**src/rtl/stopwatch_pkg.sv**
```systemverilog
// Shared stopwatch definitions: FSM state encoding and the default tick divider.
package stopwatch_pkg;

   typedef enum logic [1:0] {
      ST_IDLE  = 2'd0,
      ST_RUN   = 2'd1,
      ST_LAP   = 2'd2,
      ST_PAUSE = 2'd3
   } state_t;

   // 50 MHz core clock down to the 1/100 s count rate; the time counter uses it too
   localparam int CLK_DIV_DEFAULT = 500000;

endpackage

```
**src/rtl/key_edge.sv**
```systemverilog
// Raw key to one-cycle press pulse: 2-flop synchronizer plus rising-edge detect.
// press is high in the cycle after the second sampling edge; no backpressure.
module key_edge (
   input  logic clk,
   input  logic rst_n,
   input  logic key_async,
   output logic press
);

   logic sync1, sync2, sync_d;

   always_ff @(posedge clk or negedge rst_n) begin
      if (!rst_n) begin
         sync1  <= 1'b0;
         sync2  <= 1'b0;
         sync_d <= 1'b0;
      end else begin
         sync1  <= key_async;
         sync2  <= sync1;
         sync_d <= sync2;
      end
   end

   // flops clear to 0, so a key held through reset release still yields one press
   assign press = sync2 & ~sync_d;

endmodule

```
**src/rtl/stopwatch_ctrl.sv**
```systemverilog
// Stopwatch mode sequencer: run/pause/lap/clear FSM, tick prescaler, registered outputs.
// Outputs update two edges after a key is first sampled high; no backpressure.
module stopwatch_ctrl
   import stopwatch_pkg::*;
#(
   parameter int CLK_DIV = CLK_DIV_DEFAULT
) (
   input  logic       clk,
   input  logic       rst_n,
   input  logic       key_ss_async,
   input  logic       key_lr_async,
   output logic       tick,
   output logic       clr,
   output logic       hold,
   output logic [1:0] state
);

   localparam int            CW      = $clog2(CLK_DIV);
   localparam logic [CW-1:0] CNT_MAX = CW'(CLK_DIV - 1);

   logic          ss_press, lr_press;
   state_t        cur, nxt;
   logic          clr_nxt;
   logic          counting;
   logic [CW-1:0] cnt;

   key_edge u_key_ss (.clk(clk), .rst_n(rst_n), .key_async(key_ss_async), .press(ss_press));
   key_edge u_key_lr (.clk(clk), .rst_n(rst_n), .key_async(key_lr_async), .press(lr_press));

   // ss is tested first everywhere, so a same-cycle lr press is dropped
   always_comb begin
      nxt     = cur;
      clr_nxt = 1'b0;
      case (cur)
         ST_IDLE: begin
            if (ss_press)      nxt = ST_RUN;
            else if (lr_press) clr_nxt = 1'b1;
         end
         ST_RUN: begin
            if (ss_press)      nxt = ST_PAUSE;
            else if (lr_press) nxt = ST_LAP;
         end
         ST_LAP: begin
            if (ss_press)      nxt = ST_PAUSE;
            else if (lr_press) nxt = ST_RUN;
         end
         ST_PAUSE: begin
            if (ss_press) nxt = ST_RUN;
            else if (lr_press) begin
               nxt     = ST_IDLE;
               clr_nxt = 1'b1;
            end
         end
         default: nxt = ST_IDLE;
      endcase
   end

   always_ff @(posedge clk or negedge rst_n) begin
      if (!rst_n) begin
         cur  <= ST_IDLE;
         clr  <= 1'b0;
         hold <= 1'b0;
      end else begin
         cur  <= nxt;
         clr  <= clr_nxt;
         hold <= (nxt == ST_LAP);
      end
   end

   // Counting follows the current state, so a wrap on the pause edge still ticks
   // and a paused count resumes where it left off.
   assign counting = (cur == ST_RUN) || (cur == ST_LAP);

   always_ff @(posedge clk or negedge rst_n) begin
      if (!rst_n) begin
         cnt  <= '0;
         tick <= 1'b0;
      end else if (clr_nxt) begin
         cnt  <= '0;
         tick <= 1'b0;
      end else if (counting) begin
         if (cnt == CNT_MAX) begin
            cnt  <= '0;
            tick <= 1'b1;
         end else begin
            cnt  <= cnt + CW'(1);
            tick <= 1'b0;
         end
      end else begin
         tick <= 1'b0;
      end
   end

   assign state = cur;

endmodule
```
**config.mk**
```make
export PLATFORM = sky130hd
export DESIGN_NAME = stopwatch_ctrl
export DESIGN_NICKNAME = d
export VERILOG_FILES = /design/src/rtl/stopwatch_pkg.sv /design/src/rtl/key_edge.sv /design/src/rtl/stopwatch_ctrl.sv
export SDC_FILE = /design/constraint.sdc
export NUM_CORES = 1
export LEC_CHECK = 0
export CORE_MARGIN = 2
export CORE_UTILIZATION = 58
export DETAILED_ROUTE_END_ITERATION = 10
export PLACE_DENSITY = 0.78
export SLEW_MARGIN = 10
export SYNTH_ARGS = -nofsm -noshare
export SYNTH_HDL_FRONTEND = slang
export SYNTH_SLANG_ARGS = --single-unit
```
**constraint.sdc**
```tcl
create_clock -name clk -period 2.3 [get_ports clk]
set_clock_uncertainty 0.15 [all_clocks]
set_input_delay 0.23 -clock clk [delete_from_list [all_inputs] [get_ports clk]]
set_output_delay 0.23 -clock clk [all_outputs]
set_load 0.005 [all_outputs]
```
==> run summary, run 1 <==
### Final layout
* 11.6% — layout-stage area growth over the synthesis result
* 0.694 — final core utilization
* 0.00175 mm² — Layout Cell Area excl Fill
* 186 — number of nets in the layout
* 0 — Ant. Diodes
* 0.107 — proportion of layout cells with a drive suffix above 1
* 208 — final cell count without fillers

### Clocking
* 2 — clock tree buffer depth
* 5 — TritonCTS buffer count
* 0 — hold-fix buffer count after cts
* yes — clock tree from TritonCTS
* 0.09 ns — post-CTS clock slew at the launch and capture registers of the worst setup and hold paths
* sky130_fd_sc_hd__clkbuf_4 — cell chosen for the clock root
* 0 — number of buffers added for setup after CTS
* 2 — H-tree lvl count
* 0.32 ns — clock latency on the worst-skew pair
* 30 — # clock sinks
* 0 — post_cts resized

### Placement
* 8 — Port Buffer Count
* 0.00169 mm² — instance area after placement
* 200 — Placed Cells
* 0.882 — global placer's final weighted congestion
* 2260 µm — HPWL Detailed

### Detailed routing
* 0 — # DRC
* 53 — Iter 0 DRT Violations
* 4 — drt first pass iters
* 3220 µm — total wire length after detailed routing
* 1308 — vias after detailed routing
* 6.29 — vias per cell
* 0 — Routed Antenna Nets
* 15.5 µm — average wire per standard cell

### Yosys
* 171 — post-synthesis net count
* 1.00 — Async S/R FF share, synth
* 0 — total number of yosys warnings
* sky130_fd_sc_hd__dfrtp_1 — most common flop cell mapped by yosys
* 0.478 — fraction of the yosys area taken by sequential cells
* 9.69 µm² — syn avg cell area
* 30 — number of flip-flops and latches in the synthesized netlist
* sky130_fd_sc_hd__dfrtp_1 — dominant cell by count in the synthesized netlist
* sky130_fd_sc_hd__dfrtp_1 48%, sky130_fd_sc_hd__a21oi_1 4.8%, sky130_fd_sc_hd__nand3_1 4.1%, sky130_fd_sc_hd__nand2_1 4.1%, sky130_fd_sc_hd__ha_1 4.0% — synth top area cells
* 0.478 — Synth top area share
* 162 — Mapped Cells
* 40 — number of distinct standard cells referenced by the synthesized netlist
* 0.00157 mm² — cell area after technology mapping
* sky130_fd_sc_hd__dfrtp_1 — top cell type by total area after synthesis
* 0 — number of flops mapped to enable cells by yosys
* 30 x sky130_fd_sc_hd__dfrtp_1, 17 x sky130_fd_sc_hd__nand2_1, 15 x sky130_fd_sc_hd__a21oi_1 — most common library cells after synthesis

### Worst hold path
* input pin to async pin — Min-Delay Path Class

### Power and ir drop
* 1050 mW/mm² — power density relative to cell area
* 0.989 mV — Peak VDD IR
* 0.461 — part of the power in combinational logic
* 0.760 mW — NetSw
* 0.414 — Switching Fraction
* 0.754 nW — Lkg Pwr
* 0.363 — Reg power frac
* 1.08 mW — internal power
* 0.177 — portion of total power attributed to the clock network

### Floorplan
* 0.00314 mm² — die area
* 18 — Rows
* 0.622 — initial cell density of the core
* 56.0 µm — Vert. Die Dim
* 0.00252 mm² — placeable core region
* 56.0 µm — width of the die
* 9 — Top Ports

### Worst setup path
* flip-flop — Critical Path Source Type
* 2.14 ns — data arrival time of the worst path
* cnt[1] — start of the worst register-to-register path
* 0.46 ns — maximum cell stage delay along the critical path
* cnt[6] — reg2reg end
* sky130_fd_sc_hd__dfrtp_1 — CP max stage cell
* 2.37 ns — required time at the worst-slack endpoint
* flip-flop to flip-flop — Worst Setup Path Type
* 0.23 ns — worst-case register-to-register setup slack
* ha_1, nand4_1, nor2_1, a31oi_4, buf_4, a21o_1, a22o_1 — Cell Chain, Critical Path
* 1 — number of buffers and inverters on the critical path
* 14 — largest driver fanout on the critical path
* 7 — worst r2r path cells
* flip-flops — family with the most delay on the worst path
* flip-flop — Critical Path Sink Type

### STA
* 0.620 — worst-case headroom to the max-slew limit
* 0 — total count of max-transition violations in the final report
* false — setup repair after global routing missed its margin
* 0.899 — Period Utilization, post-route
* 0.483 GHz — Max Clock Freq
* 2.07 ns — minimum period implied by the final worst setup slack
* 0 — final hold violation count
* 0 ns — final total negative setup slack
* 0.567 ns — Worst-Margin Slew
* 0 — final setup violation count

### Global routing
* 31 — maximum number of pins on one net before global-route repair
* 0 — total global routing overflow
* 5460 µm — wire length of the first global-routing pass
* 1236 — number of global-route vias before repair
* 0 — antenna violations before repair
* 0.222 — total routing usage reported by global routing

### Status
* finished, final reports clean — status

### Flow run
* 0 — count of maximum capacitance violations

[cell usage in the layout (no fill, tap or decap), types with 2 or more instances in the layout]
master                            instances
sky130_fd_sc_hd__nor3_1                   2
sky130_fd_sc_hd__nand2_1                 17
sky130_fd_sc_hd__dfrtp_1                 30
sky130_fd_sc_hd__o211ai_1                 3
sky130_fd_sc_hd__a21o_1                   2
sky130_fd_sc_hd__nand3_1                 13
sky130_fd_sc_hd__buf_4                    5
sky130_fd_sc_hd__mux2i_1                  4
sky130_fd_sc_hd__nand2b_1                 2
sky130_fd_sc_hd__a21oi_1                 15
sky130_fd_sc_hd__and3_1                   4
sky130_fd_sc_hd__o21ai_0                  6
sky130_fd_sc_hd__a31oi_1                  2
sky130_fd_sc_hd__ha_1                     5
sky130_fd_sc_hd__clkdlybuf4s50_1          8
sky130_fd_sc_hd__a22o_1                   3
sky130_fd_sc_hd__nor2_1                  11
sky130_fd_sc_hd__inv_1                    8
sky130_fd_sc_hd__nand3b_1                 2
sky130_fd_sc_hd__nand4_1                 10
sky130_fd_sc_hd__clkbuf_4                 5
[cell families (layout without fill, tap and decap cells)]
logic type | after synthesis | count (layout) | share of synthesized area
flops | 30 | 30 | 0.478
fa+ha+maj | 5 | 5 | 0.0399
xor+xnor | 2 | 2 | 0.0112
buf+inv | 13 | 29 | 0.0407
simple gates | 73 | 73 | 0.257
mux | 5 | 5 | 0.0327
compound gates | 34 | 34 | 0.140
[registers in the layout (all words and copies together) (netlist names)]
signal	count
state	2
u_key_ss.sync2	1
hold	1
u_key_lr.sync2	1
cnt	19
clr	1
tick	1
u_key_lr.sync_d	1
u_key_ss.sync1	1
u_key_ss.sync_d	1
u_key_lr.sync1	1
[worst reg2reg max path: stages (launching register included)]
cell and delay, ns:
sky130_fd_sc_hd__dfrtp_1 0.46, sky130_fd_sc_hd__ha_1 0.28, sky130_fd_sc_hd__nand4_1 0.17, sky130_fd_sc_hd__nor2_1 0.25
sky130_fd_sc_hd__a31oi_4 0.12, sky130_fd_sc_hd__buf_4 0.20, sky130_fd_sc_hd__a21o_1 0.17, sky130_fd_sc_hd__a22o_1 0.18
[per-stage QoR]
stage | hold WS [ns] | worst slack (ns) | total power, mW
6_report | 0.127 | 0.231 | 1.84
3_3_place_gp | 0.182 | 0.316 | 1.43
5_1_grt | 0.159 | 0.141 | 1.95
3_5_place_dp | 0.187 | 0.281 | 1.50
2_1_floorplan | -0.216 | 0.383 | 1.26
4_1_cts | 0.129 | 0.254 | 1.82
[metal layers]
| layer | global-route usage | up-vias | share of wire |
|---|---|---|---|
| met2 | 0.353 | 60 | 0.48 |
| li1 | - | 618 | - |
| met4 | 0.0782 | 0 | 0.0074 |
| met3 | 0.0767 | 4 | 0.063 |
| met5 | 0 | - | 0 |
| met1 | 0.282 | 626 | 0.45 |
[layout make-up]
| cell class | instances | area, µm² |
|---|---|---|
| clock buffers | 7 | 55.1 |
| clock inverters | 1 | 5.00 |
| fillers | 181 | 772 |
| inverters | 8 | 30.0 |
| multi-input cells | 119 | 754 |
| flip-flops and latches | 30 | 751 |
| well taps | 30 | 37.5 |
| repair buffers | 13 | 118 |
[worst max-delay path by stage]
| stage | endpoint | startpoint | cells after the start |
|---|---|---|---|
| finish | cnt[6] | cnt[1] | 7 |
| global route | cnt[6] | cnt[1] | 7 |
| CTS | cnt[6] | cnt[1] | 7 |
| detailed placement | cnt[14] | cnt[1] | 7 |
| global placement | cnt[6] | cnt[1] | 7 |
| floorplan | cnt[15] | state[0] | 6 |
[power by group through the flow]
stage | sequential [mW] | clock, mW | combinational [mW]
2_1_floorplan | 0.654 | 0 | 0.605
4_1_cts | 0.665 | 0.330 | 0.827
5_1_grt | 0.677 | 0.359 | 0.918
3_3_place_gp | 0.668 | 0 | 0.765
6_report | 0.667 | 0.325 | 0.847
3_5_place_dp | 0.675 | 0 | 0.821
Note: power is estimated with default switching activity, not from simulation.
==> inputs of run 2 (changes only) <==
--- a/config.mk
+++ b/config.mk
@@ -5,7 +5,6 @@
 export SDC_FILE = /design/constraint.sdc
 export NUM_CORES = 1
 export LEC_CHECK = 0
-export CORE_MARGIN = 2
 export CORE_UTILIZATION = 58
 export DETAILED_ROUTE_END_ITERATION = 10
 export PLACE_DENSITY = 0.78
==> run 2 against run 1 <==
Net effect:
- clock power grew 4%
- design area is the same
- wire length shrank 3.4%
- non-clock buffer count is the same
- die area shrank 7.0%
- sequential cell count is the same
- register-to-register slack lost 0.04 ns
- first-iteration DRC count shrank 25%
- combinational power shrank 7.1%
- utilization is the same
- cell count is the same
- fmax shrank 1.7%
- critical path type unchanged
- critical endpoint unchanged
- largest power group unchanged
- highest routed layer unchanged
==> run summary, run 2 (synthesis gave the netlist of run 1 again) <==
### Clocking
* 5 — TritonCTS buffer count, unchanged
* 0 — hold-fix buffer count after cts, unchanged
* 2 — H-tree lvl count, unchanged
* yes — clock tree from TritonCTS
* 0.33 ns — clock latency on the worst-skew pair, about the same
* sky130_fd_sc_hd__clkbuf_4 — cell chosen for the clock root
* 30 — # clock sinks, unchanged
* 0 — post_cts resized, unchanged
* 2 — clock tree buffer depth, unchanged
* 0.10 ns — post-CTS clock slew at the launch and capture registers of the worst setup and hold paths, about the same
* 0 — number of buffers added for setup after CTS, unchanged

### Placement
* 0.871 — global placer's final weighted congestion, -1.2%
* 0.232 ns — Setup Slack @ Placement, -0.0494 ns
* 200 — Placed Cells, unchanged
* 2130 µm — HPWL Detailed, -5.4%
* 0.00169 mm² — instance area after placement, unchanged
* 8 — Port Buffer Count, unchanged

### Final layout
* sky130_fd_sc_hd__dfrtp_1 — most common cell after layout, fill and taps aside
* cnt — most flop-heavy register
* 751 µm² — register area, unchanged
* 186 — number of nets in the layout, unchanged
* 0.107 — proportion of layout cells with a drive suffix above 1, unchanged
* 19 — flip-flop count of the largest register, all copies and words added, unchanged
* 30 x sky130_fd_sc_hd__dfrtp_1, 17 x sky130_fd_sc_hd__nand2_1, 15 x sky130_fd_sc_hd__a21oi_1, 13 x sky130_fd_sc_hd__nand3_1, 11 x sky130_fd_sc_hd__nor2_1 — highest-count cells in the layout ignoring fill and taps
* 11.6% — layout-stage area growth over the synthesis result, unchanged
* 208 — final cell count without fillers, unchanged
* 0.694 — final core utilization, unchanged
* 754 µm² — area used by multi-input combinational logic, unchanged
* 0.00175 mm² — Layout Cell Area excl Fill, unchanged
* 192 — Fill cells, +6.1%
* 0 — Ant. Diodes, unchanged

### STA
* 0.915 — Period Utilization, post-route, +0.0160
* 0 — total count of max-transition violations in the final report, unchanged
* 0.194 ns — setup slack of the critical path after layout, -0.0368 ns
* false — setup repair after global routing missed its margin
* 0 ns — final total negative setup slack, unchanged
* 0 — final setup violation count, unchanged
* 2.11 ns — minimum period implied by the final worst setup slack, +0.0368 ns
* 0.567 ns — Worst-Margin Slew, -0.000822 ns
* 0.475 GHz — Max Clock Freq, -1.7%
* 0 — final hold violation count, unchanged
* 0.620 — worst-case headroom to the max-slew limit, about the same

### Worst setup path
* sky130_fd_sc_hd__dfrtp_1 — CP max stage cell
* flip-flop — Critical Path Source Type
* 2.38 ns — required time at the worst-slack endpoint, about the same
* ha_1, nand4_1, nor2_1, a31oi_4, buf_4, a21o_1, a22o_1 — Cell Chain, Critical Path
* 2.18 ns — data arrival time of the worst path, +0.04 ns
* 26 — largest driver fanout on the critical path, +12
* 0.45 ns — maximum cell stage delay along the critical path, about the same
* flip-flop — Critical Path Sink Type
* flip-flop to flip-flop — Worst Setup Path Type

### Flow run
* 0 — count of maximum capacitance violations, unchanged

### Floorplan
* 0.622 — initial cell density of the core, unchanged
* 18 — Rows, unchanged
* 0.00252 mm² — placeable core region, unchanged
* 54.0 µm — Vert. Die Dim, -3.6%
* 9 — Top Ports, unchanged
* 54.0 µm — width of the die, -3.6%
* 0.00292 mm² — die area, -7.0%

### Global routing
* 5240 µm — wire length of the first global-routing pass, -3.9%
* 0 — antenna violations before repair, unchanged
* 0 — total global routing overflow, unchanged
* 0.264 — total routing usage reported by global routing, +0.0413
* 31 — maximum number of pins on one net before global-route repair, unchanged
* 1127 — number of global-route vias before repair, -8.8%

### Power and ir drop
* 0.710 mV — Peak VDD IR, -28%
* 1020 mW/mm² — power density relative to cell area, -2.7%
* 0.189 — portion of total power attributed to the clock network, +0.012
* 0.371 — Reg power frac, +0.008
* 0.754 nW — Lkg Pwr, about the same
* 1.06 mW — internal power, -2.1%
* 0.440 — part of the power in combinational logic, -0.021
* 0.733 mW — NetSw, -3.6%
* 0.410 — Switching Fraction, -0.00376

### Detailed routing
* 0 — Routed Antenna Nets, unchanged
* 1234 — vias after detailed routing, -5.7%
* 4 — drt first pass iters, unchanged
* 40 — Iter 0 DRT Violations, -25%
* 3110 µm — total wire length after detailed routing, -3.4%
* 5.93 — vias per cell, -5.7%
* 15.0 µm — average wire per standard cell, -3.4%
* 0 — # DRC, unchanged

### Status
* finished, final reports clean — status

### Worst hold path
* input pin to async pin — Min-Delay Path Class

[run 2: final cells by class]
cell class,instances,share of cell area
clock buffer,7,0.0315
timing repair buffer,13,0.0672
clock inverter,1,0.00286
sequential,30,0.429
inverter,8,0.0172
multi-input combinational,119,0.431
tap,30,0.0214
[run 2: critical path: cells and delay by family (launching register included)]
kind,cells,cell delay (ns)
compound gates,3,0.46
fa+ha+maj,1,0.26
buf+inv,1,0.23
flops,1,0.45
simple gates,2,0.44
[run 2: layer usage]
metal	wire length [µm]	track usage	vias up
met2	1500	0.401	42
met1	1430	0.339	572
met4	19	0.103	0
met5	0	0	-
met3	168	0.0989	4
li1	-	-	616
[run 2: final timing paths]
check                                from        endpoint  slack (ns)  cells past startpoint
setup / recovery                   cnt[1]          cnt[6]        0.19                      7
hold / removal                      rst_n          cnt[3]        0.11                      2
setup reg to reg                   cnt[1]          cnt[6]        0.19                      7
hold reg to reg            u_key_lr.sync1  u_key_lr.sync2        0.20                      0
max in group asynchronous           rst_n         cnt[11]        1.60                      2
min in group clk             key_lr_async  u_key_lr.sync1        0.18                      1
[run 2: power by group through the flow]
| stage | Combinational, mW | Clock [mW] | Sequential [mW] |
|---|---|---|---|
| after floorplan | 0.605 | 0 | 0.654 |
| after global placement | 0.741 | 0 | 0.666 |
| after detailed placement | 0.779 | 0 | 0.672 |
| after CTS | 0.786 | 0.354 | 0.662 |
| after global routing | 0.899 | 0.374 | 0.672 |
| final | 0.787 | 0.338 | 0.663 |
[run 2: per-stage QoR]
step	hold WS, ns	power [mW]
after floorplan	-0.216	1.26
after global placement	0.182	1.41
after detailed placement	0.185	1.45
after CTS	0.106	1.80
after global routing	0.159	1.94
final	0.112	1.79
